`config.mk`:
```
export PLATFORM = sky130hd
export DESIGN_NAME = ofm_addr_gen_flat
export DESIGN_NICKNAME = d
export VERILOG_FILES = /design/src/rtl/ofm_addr_if.sv /design/src/rtl/ofm_addr_gen.sv /design/src/flat_wrapper.sv
export SDC_FILE = /design/constraint.sdc
export NUM_CORES = 1
export LEC_CHECK = 0
export BUFFER_PORTS_ARGS = -buffer_cell sky130_fd_sc_hd__buf_2
export CAP_MARGIN = 5
export CORE_ASPECT_RATIO = 2
export CORE_MARGIN = 3
export CORE_UTILIZATION = 55
export DETAILED_ROUTE_END_ITERATION = 10
export PLACE_DENSITY = 0.78
export SYNTH_ARGS = -nofsm -noshare
export SYNTH_HDL_FRONTEND = slang
export SYNTH_SLANG_ARGS = --single-unit
```
`constraint.sdc`:
```
create_clock -name clk -period 3.65 [get_ports clk]
set_clock_uncertainty 0.15 [all_clocks]
set_input_delay 0.9125 -clock clk [delete_from_list [all_inputs] [get_ports clk]]
set_output_delay 0.9125 -clock clk [all_outputs]
set_load 0.02 [all_outputs]
```
`src/rtl/ofm_addr_if.sv`:
```
// ofm_addr_if: control pulses and address stream of the OFM write-back address generator
interface ofm_addr_if #(parameter int ADDR_WIDTH = 22);
  logic start, write, addr_ready;
  logic [ADDR_WIDTH-1:0] ofm_addr;
  logic addr_valid, addr_last, busy, layer_done, write_overrun;
  modport master (input start, write, addr_ready,
                  output ofm_addr, addr_valid, addr_last, busy, layer_done, write_overrun);
  modport slave (output start, write, addr_ready,
                 input ofm_addr, addr_valid, addr_last, busy, layer_done, write_overrun);
endinterface

```
`src/rtl/ofm_addr_gen.sv`:
```
// ofm_addr_gen: walks a layer's pixel tiles and channel groups, one address burst per write request
// Define OFM_ADDR_CH_MASK_EN to allow NUM_CHANNEL that is not a multiple of SYSTOLIC_SIZE.
module ofm_addr_gen #(
  parameter int SYSTOLIC_SIZE = 16,
  parameter int OFM_SIZE = 32,
  parameter int NUM_CHANNEL = 32,
  parameter int OFM_BASE = 0,
  parameter int ADDR_WIDTH = 22
) (
  input logic clk,
  input logic rst,
  ofm_addr_if.master bus
);
  localparam int PIX = OFM_SIZE * OFM_SIZE;
  localparam int GROUPS = (NUM_CHANNEL + SYSTOLIC_SIZE - 1) / SYSTOLIC_SIZE;
  localparam int SW = $clog2(SYSTOLIC_SIZE);
  localparam int GW = $clog2(GROUPS) + 1;
  localparam int PW = $clog2(PIX) + 1;
  localparam int CW = ADDR_WIDTH + SW;
  typedef enum logic [2:0] {IDLE, WAIT_WRITE, BURST, ADVANCE, DONE} state_t;
  state_t state;
  logic [PW-1:0] pix_base;
  logic [GW-1:0] ch_group;
  logic [SW-1:0] ch_cnt, ch_nxt, last_idx;
  logic pending, tile_end, group_end;
`ifdef OFM_ADDR_CH_MASK_EN
  localparam int LAST_LEN = NUM_CHANNEL - (GROUPS - 1) * SYSTOLIC_SIZE;
  assign last_idx = (ch_group == GW'(GROUPS - 1)) ? SW'(LAST_LEN - 1) : SW'(SYSTOLIC_SIZE - 1);
`else
  assign last_idx = SW'(SYSTOLIC_SIZE - 1);
  if (NUM_CHANNEL % SYSTOLIC_SIZE != 0) begin : g_cfg_err
    $error("ofm_addr_gen: NUM_CHANNEL must be a multiple of SYSTOLIC_SIZE");
  end
`endif
  assign ch_nxt = ch_cnt + SW'(1);
  assign tile_end = pix_base + PW'(SYSTOLIC_SIZE) == PW'(PIX);
  assign group_end = ch_group == GW'(GROUPS - 1);
  function automatic logic [ADDR_WIDTH-1:0] addr_of(input logic [GW-1:0] g, input logic [SW-1:0] c,
                                                    input logic [PW-1:0] p);
    logic [CW-1:0] ch, a;
    ch = CW'(g) * CW'(SYSTOLIC_SIZE) + CW'(c);
    a = CW'(OFM_BASE) + ch * CW'(PIX) + CW'(p);
    return a[ADDR_WIDTH-1:0];
  endfunction
  always_ff @(posedge clk or posedge rst) begin
    if (rst) begin
      state <= IDLE;
      pix_base <= '0;
      ch_group <= '0;
      ch_cnt <= '0;
      pending <= 1'b0;
      bus.ofm_addr <= '0;
      bus.addr_valid <= 1'b0;
      bus.addr_last <= 1'b0;
      bus.busy <= 1'b0;
      bus.layer_done <= 1'b0;
      bus.write_overrun <= 1'b0;
    end else begin
      // one request may queue behind the active burst; a second one is dropped and flagged
      if ((state == BURST || state == ADVANCE) && bus.write) begin
        if (pending) bus.write_overrun <= 1'b1;
        pending <= 1'b1;
      end
      case (state)
        IDLE: if (bus.start) begin
          state <= WAIT_WRITE;
          pix_base <= '0;
          ch_group <= '0;
          ch_cnt <= '0;
          pending <= 1'b0;
          bus.busy <= 1'b1;
          bus.write_overrun <= 1'b0;
        end
        WAIT_WRITE: if (bus.write || pending) begin
          state <= BURST;
          pending <= pending && bus.write;
          ch_cnt <= '0;
          bus.ofm_addr <= addr_of(ch_group, '0, pix_base);
          bus.addr_valid <= 1'b1;
          bus.addr_last <= last_idx == '0;
        end
        BURST: if (bus.addr_ready) begin
          if (bus.addr_last) begin
            state <= ADVANCE;
            bus.addr_valid <= 1'b0;
            bus.addr_last <= 1'b0;
          end else begin
            ch_cnt <= ch_nxt;
            bus.ofm_addr <= addr_of(ch_group, ch_nxt, pix_base);
            bus.addr_last <= ch_nxt == last_idx;
          end
        end
        ADVANCE: begin
          ch_cnt <= '0;
          pix_base <= tile_end ? '0 : pix_base + PW'(SYSTOLIC_SIZE);
          ch_group <= tile_end ? (group_end ? '0 : ch_group + GW'(1)) : ch_group;
          state <= (tile_end && group_end) ? DONE : WAIT_WRITE;
          bus.layer_done <= tile_end && group_end;
          bus.busy <= !(tile_end && group_end);
        end
        DONE: begin
          state <= IDLE;
          pending <= 1'b0;
          bus.layer_done <= 1'b0;
        end
        default: state <= IDLE;
      endcase
    end
  end
endmodule

```
`src/flat_wrapper.sv`:
```
// flat-port wrapper written by rule: the top's interface ports become plain ports
module ofm_addr_gen_flat 
#(
  parameter int SYSTOLIC_SIZE = 16,
  parameter int OFM_SIZE = 32,
  parameter int NUM_CHANNEL = 32,
  parameter int OFM_BASE = 0,
  parameter int ADDR_WIDTH = 22
)
  (clk, rst, bus_start, bus_write, bus_addr_ready, bus_ofm_addr, bus_addr_valid, bus_addr_last, bus_busy, bus_layer_done, bus_write_overrun);
  ofm_addr_if #(.ADDR_WIDTH(ADDR_WIDTH)) bus_i ();
  input logic clk;
  input logic rst;
  input wire logic [$bits(bus_i.start)-1:0] bus_start;
  input wire logic [$bits(bus_i.write)-1:0] bus_write;
  input wire logic [$bits(bus_i.addr_ready)-1:0] bus_addr_ready;
  output wire logic [$bits(bus_i.ofm_addr)-1:0] bus_ofm_addr;
  output wire logic [$bits(bus_i.addr_valid)-1:0] bus_addr_valid;
  output wire logic [$bits(bus_i.addr_last)-1:0] bus_addr_last;
  output wire logic [$bits(bus_i.busy)-1:0] bus_busy;
  output wire logic [$bits(bus_i.layer_done)-1:0] bus_layer_done;
  output wire logic [$bits(bus_i.write_overrun)-1:0] bus_write_overrun;
  assign bus_i.start = bus_start;
  assign bus_i.write = bus_write;
  assign bus_i.addr_ready = bus_addr_ready;
  assign bus_ofm_addr = bus_i.ofm_addr;
  assign bus_addr_valid = bus_i.addr_valid;
  assign bus_addr_last = bus_i.addr_last;
  assign bus_busy = bus_i.busy;
  assign bus_layer_done = bus_i.layer_done;
  assign bus_write_overrun = bus_i.write_overrun;
  ofm_addr_gen #(.SYSTOLIC_SIZE(SYSTOLIC_SIZE), .OFM_SIZE(OFM_SIZE), .NUM_CHANNEL(NUM_CHANNEL), .OFM_BASE(OFM_BASE), .ADDR_WIDTH(ADDR_WIDTH)) u_core (.clk(clk), .rst(rst), .bus(bus_i));
endmodule
```
==> impl_metrics.env, run 1 <==
export IMPL_post_synth_inst_count=200
export IMPL_core_sq_um=3380
export IMPL_cts_htree_levels=2
export IMPL_ctsRootBufferMaster="clkbuf_8"
export IMPL_run_status="complete, no violations"
export IMPL_stdcell_count=255
export IMPL_final_setup_viol_count=0
export IMPL_layout_area_overhead_vs_synth_pct=10.7
export IMPL_floorplan_die_area_sq_um=4330
export IMPL_globalRouteMet1Util_pct=22.6
export IMPL_max_clock_freq_mhz=411
export IMPL_grt_max_degree=36
export IMPL_drt_wirelength_per_cell_microns=14.9
export IMPL_placement_io_buffers=22
export IMPL_half_perimeter_wire_length_after_placement_mm=2.81
export IMPL_min_period_over_period_pct=66.7
export IMPL_grt_overflow=0
export IMPL_route_vias_total=1516
export IMPL_maxCapViolCount=0
export IMPL_count_of_flip_flops_with_a_built_in_enable_after_synthesis=0
export IMPL_seq_area_frac_synth_pct=45.1
export IMPL_number_of_max_slew_violations_in_the_final_report=0
export IMPL_max_slew_margin_rel_pct=61.5
export IMPL_cts_root_to_sink_buffers=2
export IMPL_yosys_area_top_type_share_pct=45.1
export IMPL_routabilityCongestion=0.817
export IMPL_wire_length_of_the_first_global_routing_pass_mm=6.43
export IMPL_fin_nets=233
export IMPL_count_of_boundary_i_o_pins=32
export IMPL_floorplan_initialDensity_pct=57.5
export IMPL_r2r_start="u_core.state[0]$_DFFE_PP0P_"
export IMPL_power_leakage_uw=0.00103
export IMPL_netlist_cell_type_count=48
export IMPL_via_count_of_the_first_global_routing_pass=1499
export IMPL_worstPathArrival_ns=2.46
export IMPL_grt_met2_use_pct=34.2
export IMPL_synth_top_flop_cell="dfrtp_1"
export IMPL_timing_setup_critical_path_class="primary input to register"
export IMPL_drt_vias_per_instance=5.95
export IMPL_antenna_left=0
export IMPL_cts_setup_buffers=0
export IMPL_fin_crit_ns=2.44
export IMPL_cts_buffers=5
export IMPL_clock_transition_at_path_regs_ns=0.06
export IMPL_cts_resized=0
export IMPL_critical_path_startpoint_type="primary input"
export IMPL_hold_viol=0
export IMPL_postCtsHoldBufs=0
export IMPL_drc=0
export IMPL_synth_seq_cells=35
export IMPL_grt_setup_unrepaired="no"
export IMPL_clk_insertion_delay_late_ns=0.29
export IMPL_type_of_the_most_critical_hold_path="register to register"
export IMPL_min_from="u_core.bus.ofm_addr[12]$_DFFE_PP0P_"
export IMPL_worstSetupStartpoint="bus_write"
export IMPL_synth_top_cell_by_area="dfrtp_1"
export IMPL_tritoncts="done"
export IMPL_finalWirelength_mm=3.79
export IMPL_synth_warning_count=0
export IMPL_cp_data_required_time_ns=3.67
export IMPL_num_rows=30
export IMPL_synthesis_area_sq_um=1940
export IMPL_grt_use_total_pct=20.2
export IMPL_die_h_microns=90.1
export IMPL_post_place_cells=247
export IMPL_timing_worst_slew_pin_value_ns=0.576
export IMPL_drive_gt1_share_pct=21.1
export IMPL_grt_util_met3_pct=4.21
export IMPL_avgSynthCellArea_sq_um=9.72
export IMPL_fp_dieW_microns=48.0
export IMPL_layer_carrying_the_most_global_route_usage="met2"
export IMPL_synth_top_cells_by_area="dfrtp_1 (45%), mux2_2 (5.2%), buf_4 (3.9%)"
export IMPL_initialDrtViolationCount=24
export IMPL_antenna_diode_count=0
export IMPL_cts_num_sinks=35
export IMPL_power_ir_vdd_worst_uv=490
export IMPL_initial_antenna_violation_count=0
export IMPL_ys_async_sr_fraction_pct=100
export IMPL_worst_path_max_fanout=13
export IMPL_power_density_nw_per_um2=660
export IMPL_total_neg_setup_slack_ns=0
export IMPL_drt_first_pass_iters=4
export IMPL_worstSetupEndpointType="register"
-- worst max-delay path, stage by stage --
cell	delay (ns)
buf_2	0.11
nor2_1	0.08
o31a_1	0.31
a311oi_4	0.43
buf_4	0.27
mux2_2	0.34
-- metrics by stage --
| stage | hold WS, ns | power, uW | setup slack, ns | instance area (sq um) | util, % |
|---|---|---|---|---|---|
| floorplan | 0.348 | 944 | 1.32 | 1970 | - |
| global placement | 0.335 | 1060 | 0.945 | 2030 | 60.2 |
| detailed placement | 0.342 | 1070 | 0.914 | 2030 | 60.2 |
| CTS | 0.358 | 1430 | 1.22 | 2150 | 63.7 |
| global route | 0.373 | 1520 | 1.09 | 2150 | 63.7 |
| finish | 0.352 | 1420 | 1.21 | 2150 | 63.7 |
-- sequential cells by signal (all words and copies together), names as in the netlist --
name	cells
u_core.bus.addr_last	1
u_core.bus.addr_valid	1
u_core.bus.busy	1
u_core.bus.layer_done	1
u_core.bus.ofm_addr	13
u_core.bus.write_overrun	1
u_core.ch_cnt	4
u_core.ch_group	2
u_core.pending	1
u_core.pix_base	7
u_core.state	3
-- routing by layer --
| metal | share of wire [%] | wire, microns |
|---|---|---|
| met1 | 38 | 1450 |
| met2 | 56 | 2130 |
| met3 | 3.1 | 117 |
| met4 | 2.5 | 93 |
| met5 | 0 | 0 |
-- cell usage in the layout, fill, tap and decap left out, types with 2 or more instances in the layout --
cell type and count:
dfrtp_1 35, buf_2 22, nor2_1 20, inv_1 12, nand2_1 11, a21oi_1 11
o21ai_0 11, mux2_2 9, conb_1 9, ha_1 6, clkbuf_8 6, nand3_1 5
nor3_1 5, nor2b_1 4, xor2_1 4, xnor2_1 4, o22ai_1 4, nand4_1 3
mux2i_1 3, nor4b_1 2, nand2b_1 2, and2_1 2, a31oi_1 2, o21ai_1 2
nor3b_1 2, or3_1 2, buf_4 2
-- Yosys cell counts (3+ instances only) --
library cell and n:
buf_2 3, clkbuf_1 4, inv_1 12, mux2i_1 3, nand4_1 3, nor2_1 20, mux2_2 9, xnor2_1 4
o22ai_1 4, dfrtp_1 35, buf_4 10, xor2_1 4, nor3_1 5, nand3_1 5, ha_1 6, nand2_1 11
nor2b_1 4, o21ai_0 11, a21oi_1 11
-- cell type report --
cell class	instances	area (sq um)
fill	292	1230
multi-input combinational	143	943
sequential	35	876
timing repair buffer	24	125
clock buffer	6	82.6
inverter	13	48.8
tap	32	40.0
clock inverter	2	35.0
-- cells by family after synthesis --
family,count (synthesis),synth area share [%]
compound gates,43,15.3
other cells,1,0.193
flops,35,45.1
xor+xnor,8,3.61
buf+inv,30,7.92
fa+ha+maj,6,3.86
simple gates,65,17.3
mux,12,6.76
-- where the power goes --
part	switching [uW]	leakage, uW	internal (uW)
Combinational	312	0.000504	193
Clock	140	0.0000612	221
Sequential	88.8	0.000461	465
-- worst paths after layout --
check / to / slack, ns / depth (start not counted)
max in group asynchronous: u_core.bus.ofm_addr[13]$_DFFE_PP0P_ / 2.48 / 3
hold reg to reg: u_core.bus.ofm_addr[12]$_DFFE_PP0P_ / 0.35 / 1
setup / recovery: u_core.bus.ofm_addr[12]$_DFFE_PP0P_ / 1.21 / 6
setup reg to reg: u_core.bus.ofm_addr[12]$_DFFE_PP0P_ / 1.26 / 5
hold / removal: u_core.bus.ofm_addr[12]$_DFFE_PP0P_ / 0.35 / 1
min in group asynchronous: u_core.pix_base[5]$_DFFE_PP0P_ / 0.56 / 3
Note: power is estimated with default switching activity, not from simulation.
==> run 2, diff against run 1 <==
- clock period: 3.65 -> 2.3 ns (I/O delays scaled with it)
==> run 2 against run 1 <==
Net effect: cell area up 1.3%; hold slack got worse by 0.12 ns; setup slack worse by 1.0 ns; power is 55% higher; cell count increased by 2.0%; sequential cell count is the same; critical path depth down 1; first-iteration DRC count increased by 21%; sequential share of layout area is 0.51 points lower; wire length is 3.5% higher; via count up 3.3%; non-clock buffer count up 6.
==> impl_metrics.env, run 2 (same netlist as run 1, synthesis figures left out) <==
export IMPL_post_place_ws_ns=0.0681
export IMPL_cts_root_to_sink_buffers=2
export IMPL_clock_transition_at_path_regs_ns=0.07
export IMPL_floorplan_die_area_sq_um=4330
export IMPL_top_signal_layer_used="met4"
export IMPL_cp_data_required_time_ns=2.32
export IMPL_postCtsHoldBufs=0
export IMPL_cts_htree_levels=2
export IMPL_initial_antenna_violation_count=0
export IMPL_clk_insertion_delay_late_ns=0.28
export IMPL_critical_path_max_stage_delay_ns=0.46
export IMPL_antenna_diode_count=0
export IMPL_die_h_microns=90.1
export IMPL_number_of_max_slew_violations_in_the_final_report=0
export IMPL_finish_utilization_pct=64.5
export IMPL_core_sq_um=3380
export IMPL_cp_cell_sequence="ha_1 -> nor4b_1 -> a41o_1 -> a41oi_1 -> or3_1"
export IMPL_critical_path_slowest_cell="dfrtp_1"
export IMPL_half_perimeter_wire_length_after_placement_mm=2.86
export IMPL_final_setup_viol_count=0
export IMPL_type_of_the_most_critical_hold_path="primary input to async pin"
export IMPL_power_frac_clock_pct=20.1
export IMPL_drive_gt1_share_pct=22.8
export IMPL_finalWorstSetupSlack_ns=0.168
export IMPL_power_ir_vdd_worst_uv=740
export IMPL_total_switching_power_uw=858
export IMPL_antenna_left=0
export IMPL_cts_num_sinks=35
export IMPL_fin_nets=239
export IMPL_initialDrtViolationCount=29
export IMPL_placement_io_buffers=22
export IMPL_worstSetupEndpointType="register"
export IMPL_fin_crit_ns=2.13
export IMPL_power_leakage_uw=0.00105
export IMPL_max_clock_freq_mhz=469
export IMPL_commonest_cells_after_routing_fill_and_taps_aside="dfrtp_1 (35), buf_2 (22), nor2_1 (20)"
export IMPL_cts_buffers=5
export IMPL_final_common_cell="dfrtp_1"
export IMPL_num_rows=30
export IMPL_min_period_over_period_pct=92.7
export IMPL_layout_area_overhead_vs_synth_pct=12.1
export IMPL_switching_share_pct=38.9
export IMPL_cts_setup_buffers=0
export IMPL_grt_max_degree=36
export IMPL_pwr_share_seq_pct=38.9
export IMPL_finalWirelength_mm=3.92
export IMPL_count_of_boundary_i_o_pins=32
export IMPL_wl_met3_microns=146
export IMPL_biggestRegsByFlops="u_core.bus.ofm_addr: 13 flops, u_core.pix_base: 7 flops, u_core.ch_cnt: 4 flops"
export IMPL_hold_viol=0
export IMPL_floorplan_initialDensity_pct=57.5
export IMPL_met1_length_mm=1.45
export IMPL_drt_first_pass_iters=4
export IMPL_internal_power_uw=1350
export IMPL_critical_path_top_delay_family="simple AND/OR/NAND/NOR gates"
export IMPL_grt_use_total_pct=20.1
export IMPL_fin_worst_hold_slack_ns=0.230
export IMPL_drt_vias_per_instance=6.02
export IMPL_drt_wirelength_per_cell_microns=15.1
export IMPL_share_comb_of_total_power_pct=41.1
export IMPL_grt_overflow=0
export IMPL_multi_input_area_sq_um=943
export IMPL_power_density_nw_per_um2=1010
export IMPL_route_vias_total=1566
export IMPL_grt_setup_unrepaired="no"
export IMPL_wire_length_of_the_first_global_routing_pass_mm=6.47
export IMPL_fp_dieW_microns=48.0
export IMPL_worstPathArrival_ns=2.15
export IMPL_critical_path_startpoint_type="register"
export IMPL_fillcell_total=301
export IMPL_via_count_of_the_first_global_routing_pass=1486
export IMPL_registers_top_by_ff_count="u_core.bus.ofm_addr"
export IMPL_drc=0
export IMPL_wl_met2_mm=2.24
export IMPL_worst_path_max_fanout=7
export IMPL_ctsRootBufferMaster="clkbuf_8"
export IMPL_largest_register_ffs=13
export IMPL_critical_path_buf_inv_count=0
export IMPL_seqCellArea_sq_um=876
export IMPL_tritoncts="done"
export IMPL_routabilityCongestion=0.855
export IMPL_total_neg_setup_slack_ns=0
export IMPL_run_status="complete, no violations"
export IMPL_maxCapViolCount=0
export IMPL_timing_setup_critical_path_class="register to register"
export IMPL_cts_resized=0
export IMPL_power_uw=2200
-- run 2: power by group through the flow --
stage	sequential, uW	combinational, uW	clock, uW
2_1_floorplan	924	574	0
3_3_place_gp	862	898	0
3_5_place_dp	869	908	0
4_1_cts	858	912	451
5_1_grt	877	995	475
6_report	857	905	443
-- run 2: area by class of cell --
type                       count  share of cell area (%)
multi-input combinational    143                    43.3
sequential                    35                    40.2
timing repair buffer          30                    8.39
clock buffer                   6                    3.79
inverter                      13                    2.24
tap                           32                    1.84
clock inverter                 1                   0.230
-- run 2: final timing paths --
check / start / to / cells past startpoint / slack, ns
min: rst / u_core.pix_base[5]$_DFFE_PP0P_ / 3 / 0.23
max: u_core.pix_base[5]$_DFFE_PP0P_ / u_core.state[0]$_DFFE_PP0P_ / 5 / 0.17
min in group clk: u_core.bus.ofm_addr[5]$_DFFE_PP0P_ / u_core.bus.ofm_addr[5]$_DFFE_PP0P_ / 1 / 0.35
max in group asynchronous: rst / u_core.bus.addr_valid$_DFFE_PP0P_ / 3 / 1.45
min reg2reg: u_core.bus.ofm_addr[5]$_DFFE_PP0P_ / u_core.bus.ofm_addr[5]$_DFFE_PP0P_ / 1 / 0.35
max reg2reg: u_core.pix_base[5]$_DFFE_PP0P_ / u_core.state[0]$_DFFE_PP0P_ / 5 / 0.17
-- run 2: through the flow --
| step | area (sq um) | instances |
|---|---|---|
| after CTS | 2180 | 260 |
| after floorplan | 1970 | 208 |
| after global placement | 2090 | 253 |
| final | 2180 | 260 |
| after detailed placement | 2090 | 253 |
| after global routing | 2180 | 260 |
-- run 2: tightest hold or removal path, cell delays in order --
cell   delay (ns)
buf_2        0.10
inv_1        0.04
buf_4        0.39
-- run 2: per-layer routing --
layer  vias up  global-route usage, %
li1        743                      -
met3         8                   4.61
met2        34                   34.0
met4         0                   8.54
met5         -                      0
met1       781                   22.2
==> run 3, diff against run 2 <==
- clock period: 2.3 -> 2.2 ns (I/O delays scaled with it)
==> run 3 against run 2 <==
Net effect: core utilization grew 1.8 points; first-iteration DRC count grew 45%; count of clock-buffer cells in the layout grew 1; sequential share of layout area shrank 1.1 points; non-clock buffer count grew 9; combinational power grew 13%; hold slack lost 0.035 ns; setup slack lost 0.058 ns; largest cell class unchanged; fmax grew 2.0%; register-to-register slack lost 0.06 ns; sequential cell count is the same; largest power group unchanged; global-route usage grew 1.0 points.
==> impl_metrics.env, run 3 (same netlist as run 1, synthesis figures left out) <==
export IMPL_fin_nets=248
export IMPL_fp_dieW_microns=48.0
export IMPL_min_period_over_period_pct=95.0
export IMPL_largest_register_ffs=13
export IMPL_power_leakage_uw=0.00109
export IMPL_count_of_boundary_i_o_pins=32
export IMPL_drt_wirelength_per_cell_microns=14.8
export IMPL_drive_gt1_share_pct=25.2
export IMPL_wire_length_of_the_first_global_routing_pass_mm=6.60
export IMPL_cts_root_to_sink_buffers=2
export IMPL_grt_max_degree=36
export IMPL_clk_insertion_delay_late_ns=0.29
export IMPL_critical_path_max_stage_delay_ns=0.43
export IMPL_drt_first_pass_iters=4
export IMPL_antenna_diode_count=0
export IMPL_stdcell_count=270
export IMPL_setup_reg_to_reg_worst_slack_ns=0.11
export IMPL_drt_vias_per_instance=5.70
export IMPL_timing_setup_critical_path_class="register to register"
export IMPL_post_place_cells=262
export IMPL_postCtsHoldBufs=0
export IMPL_internal_power_uw=1440
export IMPL_finalWorstSetupSlack_ns=0.111
export IMPL_initialDrtViolationCount=42
export IMPL_hold_viol=0
export IMPL_biggestRegsByFlops="u_core.bus.ofm_addr: 13 flops, u_core.pix_base: 7 flops, u_core.ch_cnt: 4 flops"
export IMPL_die_h_microns=90.1
export IMPL_post_place_ws_ns=0.0445
export IMPL_r2r_start="u_core.ch_cnt[0]$_DFFE_PP0P_"
export IMPL_critical_path_slowest_cell="dfrtp_1"
export IMPL_via_count_of_the_first_global_routing_pass=1504
export IMPL_fin_crit_ns=2.09
export IMPL_num_rows=30
export IMPL_timing_rr_end="u_core.bus.ofm_addr[15]$_DFFE_PP0P_"
export IMPL_run_status="complete, no violations"
export IMPL_grt_overflow=0
export IMPL_max_clock_freq_mhz=479
export IMPL_floorplan_initialDensity_pct=57.5
export IMPL_power_frac_clock_pct=19.1
export IMPL_pwr_share_seq_pct=37.8
export IMPL_tritoncts="done"
export IMPL_cp_data_required_time_ns=2.23
export IMPL_grt_use_total_pct=21.1
export IMPL_critical_path_top_delay_family="simple AND/OR/NAND/NOR gates"
export IMPL_worstSetupEndpointType="register"
export IMPL_critical_path_buf_inv_count=0
export IMPL_worst_path_max_fanout=4
export IMPL_final_common_cell="dfrtp_1"
export IMPL_cts_resized=0
export IMPL_cts_buffers=5
export IMPL_placement_io_buffers=22
export IMPL_routabilityCongestion=0.867
export IMPL_critical_path_startpoint_type="register"
export IMPL_layout_area_overhead_vs_synth_pct=15.3
export IMPL_core_sq_um=3380
export IMPL_final_setup_viol_count=0
export IMPL_total_switching_power_uw=922
export IMPL_route_vias_total=1539
export IMPL_drc=0
export IMPL_maxCapViolCount=0
export IMPL_ctsRootBufferMaster="clkbuf_8"
export IMPL_cts_num_sinks=35
export IMPL_worstPathArrival_ns=2.12
export IMPL_clock_transition_at_path_regs_ns=0.07
export IMPL_finalWirelength_mm=4.00
export IMPL_commonest_cells_after_routing_fill_and_taps_aside="dfrtp_1 (35), buf_2 (22), nor2_1 (20)"
export IMPL_power_ir_vdd_worst_uv=785
export IMPL_worstRegToRegCells=6
export IMPL_grt_setup_unrepaired="no"
export IMPL_initial_antenna_violation_count=0
export IMPL_switching_share_pct=39.0
export IMPL_total_neg_setup_slack_ns=0
export IMPL_fin_worst_hold_slack_ns=0.195
export IMPL_fillcell_total=299
export IMPL_cts_setup_buffers=0
export IMPL_half_perimeter_wire_length_after_placement_mm=2.96
export IMPL_registers_top_by_ff_count="u_core.bus.ofm_addr"
export IMPL_type_of_the_most_critical_hold_path="primary input to async pin"
export IMPL_cts_htree_levels=2
export IMPL_antenna_left=0
export IMPL_cp_cell_sequence="ha_1 -> xor2_1 -> nand3_1 -> nor4b_1 -> xnor2_1 -> a21oi_1"
export IMPL_number_of_max_slew_violations_in_the_final_report=0
export IMPL_power_density_nw_per_um2=1050
export IMPL_share_comb_of_total_power_pct=43.2
export IMPL_floorplan_die_area_sq_um=4330
[run 3: cell count changes in the layout (fill, tap and decap cells not counted), sizes merged]
cell    change
buf         +9
clkbuf      +1
[run 3: area by class of cell]
cell class	count	area, sq um	area share (%)
clock buffer	7	76.3	3.41
clock inverter	1	5.00	0.223
inverter	13	48.8	2.18
multi-input combinational	143	943	42.1
sequential	35	876	39.1
tap	32	40.0	1.79
timing repair buffer	39	250	11.2
[run 3: worst max path at each step]
| stage | startpoint | endpoint | slack (ns) | cells past startpoint |
|---|---|---|---|---|
| 3_3_place_gp | bus_write | u_core.ch_cnt[2]$_DFFE_PP0P_ | 0.06 | 6 |
| 4_1_cts | u_core.ch_cnt[0]$_DFFE_PP0P_ | u_core.bus.ofm_addr[15]$_DFFE_PP0P_ | 0.11 | 6 |
| 3_5_place_dp | bus_write | u_core.ch_cnt[2]$_DFFE_PP0P_ | 0.04 | 6 |
| 2_1_floorplan | bus_write | u_core.bus.ofm_addr[12]$_DFFE_PP0P_ | 0.23 | 4 |
| 6_report | u_core.ch_cnt[0]$_DFFE_PP0P_ | u_core.bus.ofm_addr[15]$_DFFE_PP0P_ | 0.11 | 6 |
| 5_1_grt | u_core.ch_cnt[0]$_DFFE_PP0P_ | u_core.bus.ofm_addr[15]$_DFFE_PP0P_ | 0.009 | 6 |
[run 3: routing by layer]
metal	routed length (microns)	vias up	GRT usage, %
met4	106	0	10.1
met1	1510	737	23.4
li1	-	760	-
met3	104	8	3.61
met2	2280	34	35.7
met5	0	-	0
[run 3: worst reg2reg max path, delay by kind of cell (launching register included)]
family                   cells  cell delay (ns)
flip-flops                   1             0.43
AO/OA/AOI/OAI                1             0.08
AND/OR/NAND/NOR              2             0.57
XOR/XNOR                     2             0.49
adder cells (fa/ha/maj)      1             0.26
[run 3: power groups by stage]
stage | combinational (uW) | clock [uW] | sequential, uW
global route | 1130 | 483 | 911
global placement | 1010 | 0 | 896
finish | 1020 | 450 | 892
CTS | 1030 | 463 | 890
floorplan | 600 | 0 | 966
detailed placement | 1030 | 0 | 903
[run 3: through the flow]
step | instance area, sq um | util (%) | total power, uW
after detailed placement | 2160 | 63.9 | 1930
after global routing | 2240 | 66.3 | 2520
final | 2240 | 66.3 | 2360
after global placement | 2160 | 63.9 | 1910
after CTS | 2240 | 66.3 | 2380
after floorplan | 1970 | - | 1570
